===== src/rtl/page_stream_adapter.sv =====
// Purpose: stream adapter between leaf_interface and user_kernel: per-port FWFT FIFOs each way plus a start/ready/done FSM.
// Latency: 1 cycle from write-side accept to read-side valid in every FIFO; the FSM is fully registered.
// Backpressure: write-side ack is !full from registered count only; read side presents head word while non-empty.
// Optional: define PAGE_STREAM_ADAPTER_STATS_EN to add per-port interface-side transfer counters on stat_words.

module psa_fifo #(
    parameter int W  = 32,
    parameter int AW = 3
) (
    input  logic         clk,
    input  logic         reset,
    input  logic         wr_vld,
    output logic         wr_rdy,
    input  logic [W-1:0] wr_dat,
    output logic         rd_vld,
    input  logic         rd_rdy,
    output logic [W-1:0] rd_dat
);
    localparam int DEPTH = 1 << AW;
    localparam logic [AW:0] FULL_CNT = {1'b1, {AW{1'b0}}};

    logic [W-1:0]  mem [DEPTH];
    logic [AW-1:0] wr_ptr;
    logic [AW-1:0] rd_ptr;
    logic [AW:0]   count;
    logic          do_wr;
    logic          do_rd;

    assign wr_rdy = (count != FULL_CNT);
    assign rd_vld = (count != '0);
    // Gate the head so an unwritten (unreset) entry never shows as X.
    assign rd_dat = rd_vld ? mem[rd_ptr] : '0;
    assign do_wr  = wr_vld && wr_rdy;
    assign do_rd  = rd_vld && rd_rdy;

    always_ff @(posedge clk or posedge reset) begin
        if (reset) begin
            wr_ptr <= '0;
            rd_ptr <= '0;
            count  <= '0;
        end else begin
            if (do_wr) wr_ptr <= wr_ptr + 1'b1;
            if (do_rd) rd_ptr <= rd_ptr + 1'b1;
            case ({do_wr, do_rd})
                2'b10:   count <= count + 1'b1;
                2'b01:   count <= count - 1'b1;
                default: count <= count;
            endcase
        end
    end

    always_ff @(posedge clk) begin
        if (do_wr) mem[wr_ptr] <= wr_dat;
    end
endmodule

module page_stream_adapter #(
    parameter int PAYLOAD_BITS    = 32,
    parameter int NUM_IN_PORTS    = 2,
    parameter int NUM_OUT_PORTS   = 2,
    parameter int FIFO_DEPTH_BITS = 3
) (
    input  logic                                  clk,
    input  logic                                  reset,
    input  logic [NUM_IN_PORTS*PAYLOAD_BITS-1:0]  dout_leaf_interface2user,
    input  logic [NUM_IN_PORTS-1:0]               vld_interface2user,
    output logic [NUM_IN_PORTS-1:0]               ack_user2interface,
    output logic [NUM_IN_PORTS*PAYLOAD_BITS-1:0]  kin_data,
    output logic [NUM_IN_PORTS-1:0]               kin_vld,
    input  logic [NUM_IN_PORTS-1:0]               kin_ack,
    input  logic [NUM_OUT_PORTS*PAYLOAD_BITS-1:0] kout_data,
    input  logic [NUM_OUT_PORTS-1:0]              kout_vld,
    output logic [NUM_OUT_PORTS-1:0]              kout_ack,
    output logic [NUM_OUT_PORTS*PAYLOAD_BITS-1:0] din_leaf_user2interface,
    output logic [NUM_OUT_PORTS-1:0]              vld_user2interface,
    input  logic [NUM_OUT_PORTS-1:0]              ack_interface2user,
    output logic                                  kernel_start,
    input  logic                                  kernel_ready,
    input  logic                                  kernel_done,
    output logic                                  kernel_busy
`ifdef PAGE_STREAM_ADAPTER_STATS_EN
    ,
    output logic [(NUM_IN_PORTS+NUM_OUT_PORTS)*32-1:0] stat_words
`endif
);
    typedef enum logic [1:0] {
        S_IDLE  = 2'd0,
        S_START = 2'd1,
        S_BUSY  = 2'd2
    } state_t;

    state_t state;
    state_t state_nxt;

    genvar gi;
    generate
        for (gi = 0; gi < NUM_IN_PORTS; gi++) begin : g_in
            psa_fifo #(.W(PAYLOAD_BITS), .AW(FIFO_DEPTH_BITS)) u_fifo (
                .clk    (clk),
                .reset  (reset),
                .wr_vld (vld_interface2user[gi]),
                .wr_rdy (ack_user2interface[gi]),
                .wr_dat (dout_leaf_interface2user[gi*PAYLOAD_BITS +: PAYLOAD_BITS]),
                .rd_vld (kin_vld[gi]),
                .rd_rdy (kin_ack[gi]),
                .rd_dat (kin_data[gi*PAYLOAD_BITS +: PAYLOAD_BITS])
            );
        end
        for (gi = 0; gi < NUM_OUT_PORTS; gi++) begin : g_out
            psa_fifo #(.W(PAYLOAD_BITS), .AW(FIFO_DEPTH_BITS)) u_fifo (
                .clk    (clk),
                .reset  (reset),
                .wr_vld (kout_vld[gi]),
                .wr_rdy (kout_ack[gi]),
                .wr_dat (kout_data[gi*PAYLOAD_BITS +: PAYLOAD_BITS]),
                .rd_vld (vld_user2interface[gi]),
                .rd_rdy (ack_interface2user[gi]),
                .rd_dat (din_leaf_user2interface[gi*PAYLOAD_BITS +: PAYLOAD_BITS])
            );
        end
    endgenerate

    always_ff @(posedge clk or posedge reset) begin
        if (reset) state <= S_IDLE;
        else       state <= state_nxt;
    end

    // Kernel is only launched when some input FIFO holds data; done while idle is ignored.
    always_comb begin
        state_nxt    = state;
        kernel_start = 1'b0;
        kernel_busy  = 1'b0;
        case (state)
            S_IDLE: begin
                if (|kin_vld) state_nxt = S_START;
            end
            S_START: begin
                kernel_start = 1'b1;
                kernel_busy  = 1'b1;
                if (kernel_ready) state_nxt = kernel_done ? S_IDLE : S_BUSY;
            end
            S_BUSY: begin
                kernel_busy = 1'b1;
                if (kernel_done) state_nxt = S_IDLE;
            end
            default: state_nxt = S_IDLE;
        endcase
    end

`ifdef PAGE_STREAM_ADAPTER_STATS_EN
    logic [NUM_IN_PORTS+NUM_OUT_PORTS-1:0] xfer;
    assign xfer = {vld_user2interface & ack_interface2user,
                   vld_interface2user & ack_user2interface};

    generate
        for (gi = 0; gi < NUM_IN_PORTS + NUM_OUT_PORTS; gi++) begin : g_stat
            logic [31:0] cnt;
            always_ff @(posedge clk or posedge reset) begin
                if (reset)         cnt <= '0;
                else if (xfer[gi]) cnt <= cnt + 32'd1;
            end
            assign stat_words[gi*32 +: 32] = cnt;
        end
    endgenerate
`endif
endmodule

===== config.mk =====
export PLATFORM = sky130hd
export DESIGN_NAME = page_stream_adapter
export DESIGN_NICKNAME = d
export VERILOG_FILES = /design/src/rtl/page_stream_adapter.sv
export SDC_FILE = /design/constraint.sdc
export NUM_CORES = 1
export LEC_CHECK = 0
export ABC_AREA = 1
export CAP_MARGIN = 0
export CORE_ASPECT_RATIO = 0.7
export CORE_MARGIN = 10
export CORE_UTILIZATION = 45
export DETAILED_ROUTE_END_ITERATION = 12
export PLACE_DENSITY = 0.73
export SYNTH_ARGS = -nofsm -noshare
export SYNTH_HDL_FRONTEND = slang
export SYNTH_SLANG_ARGS = --single-unit

===== constraint.sdc =====
create_clock -name clk -period 3.7 [get_ports clk]
set_input_delay 0.925 -clock clk [delete_from_list [all_inputs] [get_ports clk]]
set_output_delay 0.925 -clock clk [all_outputs]
set_load 0.01 [all_outputs]

Word-level counts from Yosys, hierarchy flattened

Memories as Yosys holds them, arrays and structs flattened.
Index checks and enable logic that the tools add are counted.
W data, S select, Z words.

Input port bits: 140
Flip-flop bits (word level): 42
Output and inout bits: 138
RAM bits: 1024
Memories: 4
Logic and storage cells: 93

Multiplexer cells: 23
Add/sub/neg operators: 16
Reduce and logical (&&, ||, !) cells: 20
Eq/ne operators: 17

Memory list:

| memory              | depth | width | read ports | clocked after memory_dff | wr ports | line | source |
|---|---|---|---|---|---|---|---|
| g_in[0].u_fifo.mem  | 8     | 32    | 1          | 0                        | 1        | 22   | `logic [W-1:0] mem [DEPTH];` |
| g_in[1].u_fifo.mem  | 8     | 32    | 1          | 0                        | 1        | 22   |  |
| g_out[0].u_fifo.mem | 8     | 32    | 1          | 0                        | 1        | 22   |  |
| g_out[1].u_fifo.mem | 8     | 32    | 1          | 0                        | 1        | 22   |  |

Operators by type and width:

| operator              | count |
|---|---|
| $mux W32              | 4 |
| $pmux W4 S2           | 4 |
| $add A3 B1 Y3 const B | 8 |
| $add A4 B1 Y4 const B | 4 |
| $ne A4 B4 Y1 const B  | 4 |
| $reduce_bool A4 Y1    | 4 |
| $sub A4 B1 Y4 const B | 4 |
| $eq A2 B1 Y1 const B  | 5 |
| $eq A2 B2 Y1 const B  | 5 |
| $mux W1               | 10 |
| $logic_and A1 B1 Y1   | 8 |
| $mux W2               | 4 |
| $reduce_bool A2 Y1    | 4 |
| $ne A2 B2 Y1 const B  | 3 |
| $pmux W2 S3           | 1 |
| $reduce_or A2 Y1      | 2 |
| $reduce_and A3 Y1     | 1 |
| $logic_not A2 Y1      | 1 |

Longest topological paths before layout

Depth after elaboration: 4
Mapped depth: 13
Gate-level depth less buffers: 13

Cells and area by module

Synthesis repeated with hierarchy kept, for this count alone.

Cell total of the unflattened synthesis: 3372
Area, all modules: 42787.3 sq um

By module, submodules not included:

| module              | times used | cells an instance | area an instance (sq um) | sequential area each (sq um) |
|---|---|---|---|---|
| psa_fifo            | 4          | 837               | 10651.5                  | 7937.6 |
| page_stream_adapter | 1          | 24                | 181.4                    | 50.0 |

Worst setup path after synthesis

Ideal clock, no wire load.

Path type: input -> register
From: input port vld_interface2user[0]
To: memory g_in[0].u_fifo.mem[0][0], enable pin
Arrival: 2.711 ns
Slack: 0.568 ns
Buffers on the path: 0
Data required time: 3.279 ns
Library setup time: 0.421 ns
Stages: 3
Cells stage by stage: nand2_1 or2_2 nor2_1

Word-level cells in the longest chain between the ends: 3

RTL lines:

| what                          | line | source |
|---|---|---|
| start, declared               | 66   | `input logic [NUM_IN_PORTS-1:0] vld_interface2user,` |
| $logic_and A1 B1 Y1           | 33   | `assign do_wr = wr_vld && wr_rdy;` |
| $mux W1                       | 53   | `if (do_wr) mem[wr_ptr] <= wr_dat;` |
| $mux W1 (implied by the code) | 53   |  |
| end, declared                 | 22   |  |

No other way between the ends.

Worst setup path after layout

From: register g_in[1].u_fifo.rd_ptr[0]
To: output port kin_data[54]

Word-level cells in the longest chain between the ends: 2

RTL lines:

| what                   | line | source |
|---|---|---|
| start, declared        | 24   | `logic [AW-1:0] rd_ptr;` |
| start signal, assigned | 43   | `if (do_rd) rd_ptr <= rd_ptr + 1'b1;` |
| $mem_v2 Z8 W32         | -    |  |
| $mux W32               | 32   | `assign rd_dat = rd_vld ? mem[rd_ptr] : '0;` |
| end, declared          | 68   | `output logic [NUM_IN_PORTS*PAYLOAD_BITS-1:0] kin_data,` |

No other way between the ends.

==> out/results.ini <==
[synthesis]
muxShareOfSynthArea = 0
synth_cell_types = 29
synthXorXnorAreaFrac = 0.004486
async_flop_share = 0.03940
yosysWarnings = 0
synth_area_per_cell_um2 = 12.75
netlist_area_um2 = 42950
synth-edff-count = 1024
synth_nets = 3532
yosys.area_share.simple = 0.1082
synth_top_family_by_area = simple AND/OR/NAND/NOR gates
synth-seq-cells = 1066
synthAdderAreaFrac = 0.006700
ys_seq_area_frac = 0.7404
syn-instance-count = 3369
synth_compound_area_frac = 0.1052
synth_flop_cell = edfxtp_1

[layout]
finalNonFillerCells = 5000
area.growth.synth_to_final_pct = 20.41
final_area_um2 = 51720
most-common-layout-cells = 1024 x edfxtp_1, 861 x nor2_1, 504 x o21ai_0
fin_nets = 3829
drive_gt1_frac = 0.1083
fillers = 7469
final_common_cell = edfxtp_1

[critical_path]
critPathCaptureType = primary output
cp_max_fo = 28
worstSetupStartpointType = flip-flop
reg2reg_from = g_out[1].u_fifo.count[2]
critical_path_arrival_ns = 2.66
critPathLaunch = g_in[1].u_fifo.rd_ptr[0]
crit_type = flip-flop to primary output
cp.required_ns = 2.77

[clock_tree]
cts.sinks = 1066
cts-buffers-inserted = 101
htreeDepth = 3
clk_pin_slew_ns = 0.06
cts_root_buffer = clkbuf_16
clk_latency_ns = 0.71
clockBufferDepth = 3
cts_tree = done

[timing]
rsz0062_at_grt = yes
slew_violations = 0
setup_viol = 0
finalCritPeriodShare = 0.9694
timing.hold.ws_ns = 0.5401
slew_headroom = 0.5158
fmax_ghz = 0.2788
period_minus_slack_ns = 3.587
hold_violations = 0
finClkSkew_ns = 0.05691
worst-slew-pin-transition_ns = 0.7263

[grt]
antenna_found_initial = 10
grt.total_usage = 0.1891
grt_pass1_vias = 26790
grt_pass1_wl_um = 161400
overflow = 0
grt_max_degree = 65

[status]
status = complete, no violations

[drt]
num_vias = 27500
drc = 0
wl_per_cell_um = 21.14
via_per_inst = 5.500
postRouteAntennaNets = 0
wl_um = 105700
drtIter0Drc = 2291
drt_first_pass_iters = 5

[power_and_ir_drop]
vdd_drop_max_mv = 0.5835
power.leakage_nw = 18.09
p_per_area_nw_per_um2 = 849.0
p_total_mw = 43.91

[min_path]
hold_start = g_in[0].u_fifo.count[0]
hold_path.class = flip-flop to flip-flop

[floorplanning]
start_util = 0.4554
rows = 94
fp.dieH_um = 278.5
die_w_um = 389.3
dieArea_um2 = 108400
io_pins = 278
coreArea_um2 = 94330

[place]
portBuffers = 277
place_inst = 4773
dp_hpwl_um = 56300
routabilityCongestion = 0.7664
placed_area_um2 = 47510

[run]
cap_violations = 0

## repair_timing
item,in CTS,in global routing
pin swaps,3,6
hold buffers,0,0
resized for setup,113,69
endpoints found under the setup margin,110,70
buffers inserted,18,4
gates cloned,12,4
## registers in the layout, indices dropped and copies added, names as in the netlist, 6 cells and up
signal	count
g_in.u_fifo.mem	512
g_out.u_fifo.mem	512
g_in.u_fifo.count	8
g_out.u_fifo.count	8
g_in.u_fifo.rd_ptr	6
g_in.u_fifo.wr_ptr	6
g_out.u_fifo.rd_ptr	6
g_out.u_fifo.wr_ptr	6
## through the flow
step	setup slack (ns)	utilization	TNS, ns
final	0.1133	0.5483	0
after global placement	-0.006530	0.5037	-0.006530
after global routing	-0.01258	0.5483	-0.02344
after CTS	-0.01825	0.5452	-0.04747
after floorplan	0.5676	-	0
after detailed placement	-0.03118	0.5037	-0.03118
## critical path, cell delays in order, from the launching register on
cell and delay [ns]:
dfrtp_4 0.56, buf_4 0.17, buf_4 0.15, bufbuf_16 0.31, o21ai_1 0.14, o22ai_1 0.10, nor2_1 0.18, nor2_1 0.06
dlygate4sd2_1 0.29
## cell usage after synthesis, types with 10 or more instances
cell type	count	area (um2)
clkbuf_1	62	232.7
dfrtp_1	42	1051
ha_1	23	287.8
buf_6	44	495.5
nand3_1	17	85.08
buf_4	23	172.7
o211ai_2	15	187.7
o21ai_0	507	2537
o21ai_1	19	95.09
buf_2	45	225.2
buf_1	13	48.80
nand2_1	231	867.1
xnor2_1	12	105.1
nor2_2	30	187.7
inv_1	45	168.9
edfxtp_1	1024	30750
xor2_1	10	87.58
nor2_1	919	3450
o211ai_1	113	848.3
clkbuf_2	23	115.1
o22ai_1	129	807.0
## metal layers
layer  routed length, um  track usage
met5                  88            0
met4                2281      0.05580
met3                7670      0.03657
met2               50240       0.3029
met1               45430       0.2617
## power by group
group	internal, mW	switching, mW
sequential	15.2	0.886
clock	5.58	4.55
combinational	6.94	10.7
total	27.7	16.2
## cell families (layout without fill, tap and decap cells)
logic type | Yosys count | count (layout)
xor+xnor | 22 | 22
compound gates | 791 | 791
simple gates | 1206 | 1206
other cells | 0 | 3
buf+inv | 261 | 641
flops | 1066 | 1066
fa+ha+maj | 23 | 23
## final cells by class
type                    count  area [um2]  share of cell area
flip-flops and latches   1066       31840              0.6155
clock inverters            55       539.3             0.01043
multi-input cells        2042        9963              0.1926
repair buffers            406        4885             0.09444
diodes                      3       7.507           0.0001451
inverters                  49       219.0            0.004233
well taps                1248        1562             0.03019
clock buffers             131        2710             0.05240
## worst paths after layout
| path | end | slack (ns) | cells after the start |
|---|---|---|---|
| setup / recovery | kin_data[54] | 0.11 | 8 |
| hold / removal | g_in[0].u_fifo.count[0] | 0.54 | 1 |
| setup reg to reg | g_out[1].u_fifo.count[2] | 1.06 | 12 |
| hold reg to reg | g_in[0].u_fifo.count[0] | 0.54 | 1 |
| max in group asynchronous | g_in[1].u_fifo.rd_ptr[1] | 2.24 | 3 |
| min in group asynchronous | g_out[0].u_fifo.wr_ptr[0] | 0.56 | 2 |
Note: power is estimated with default switching activity, not from simulation.
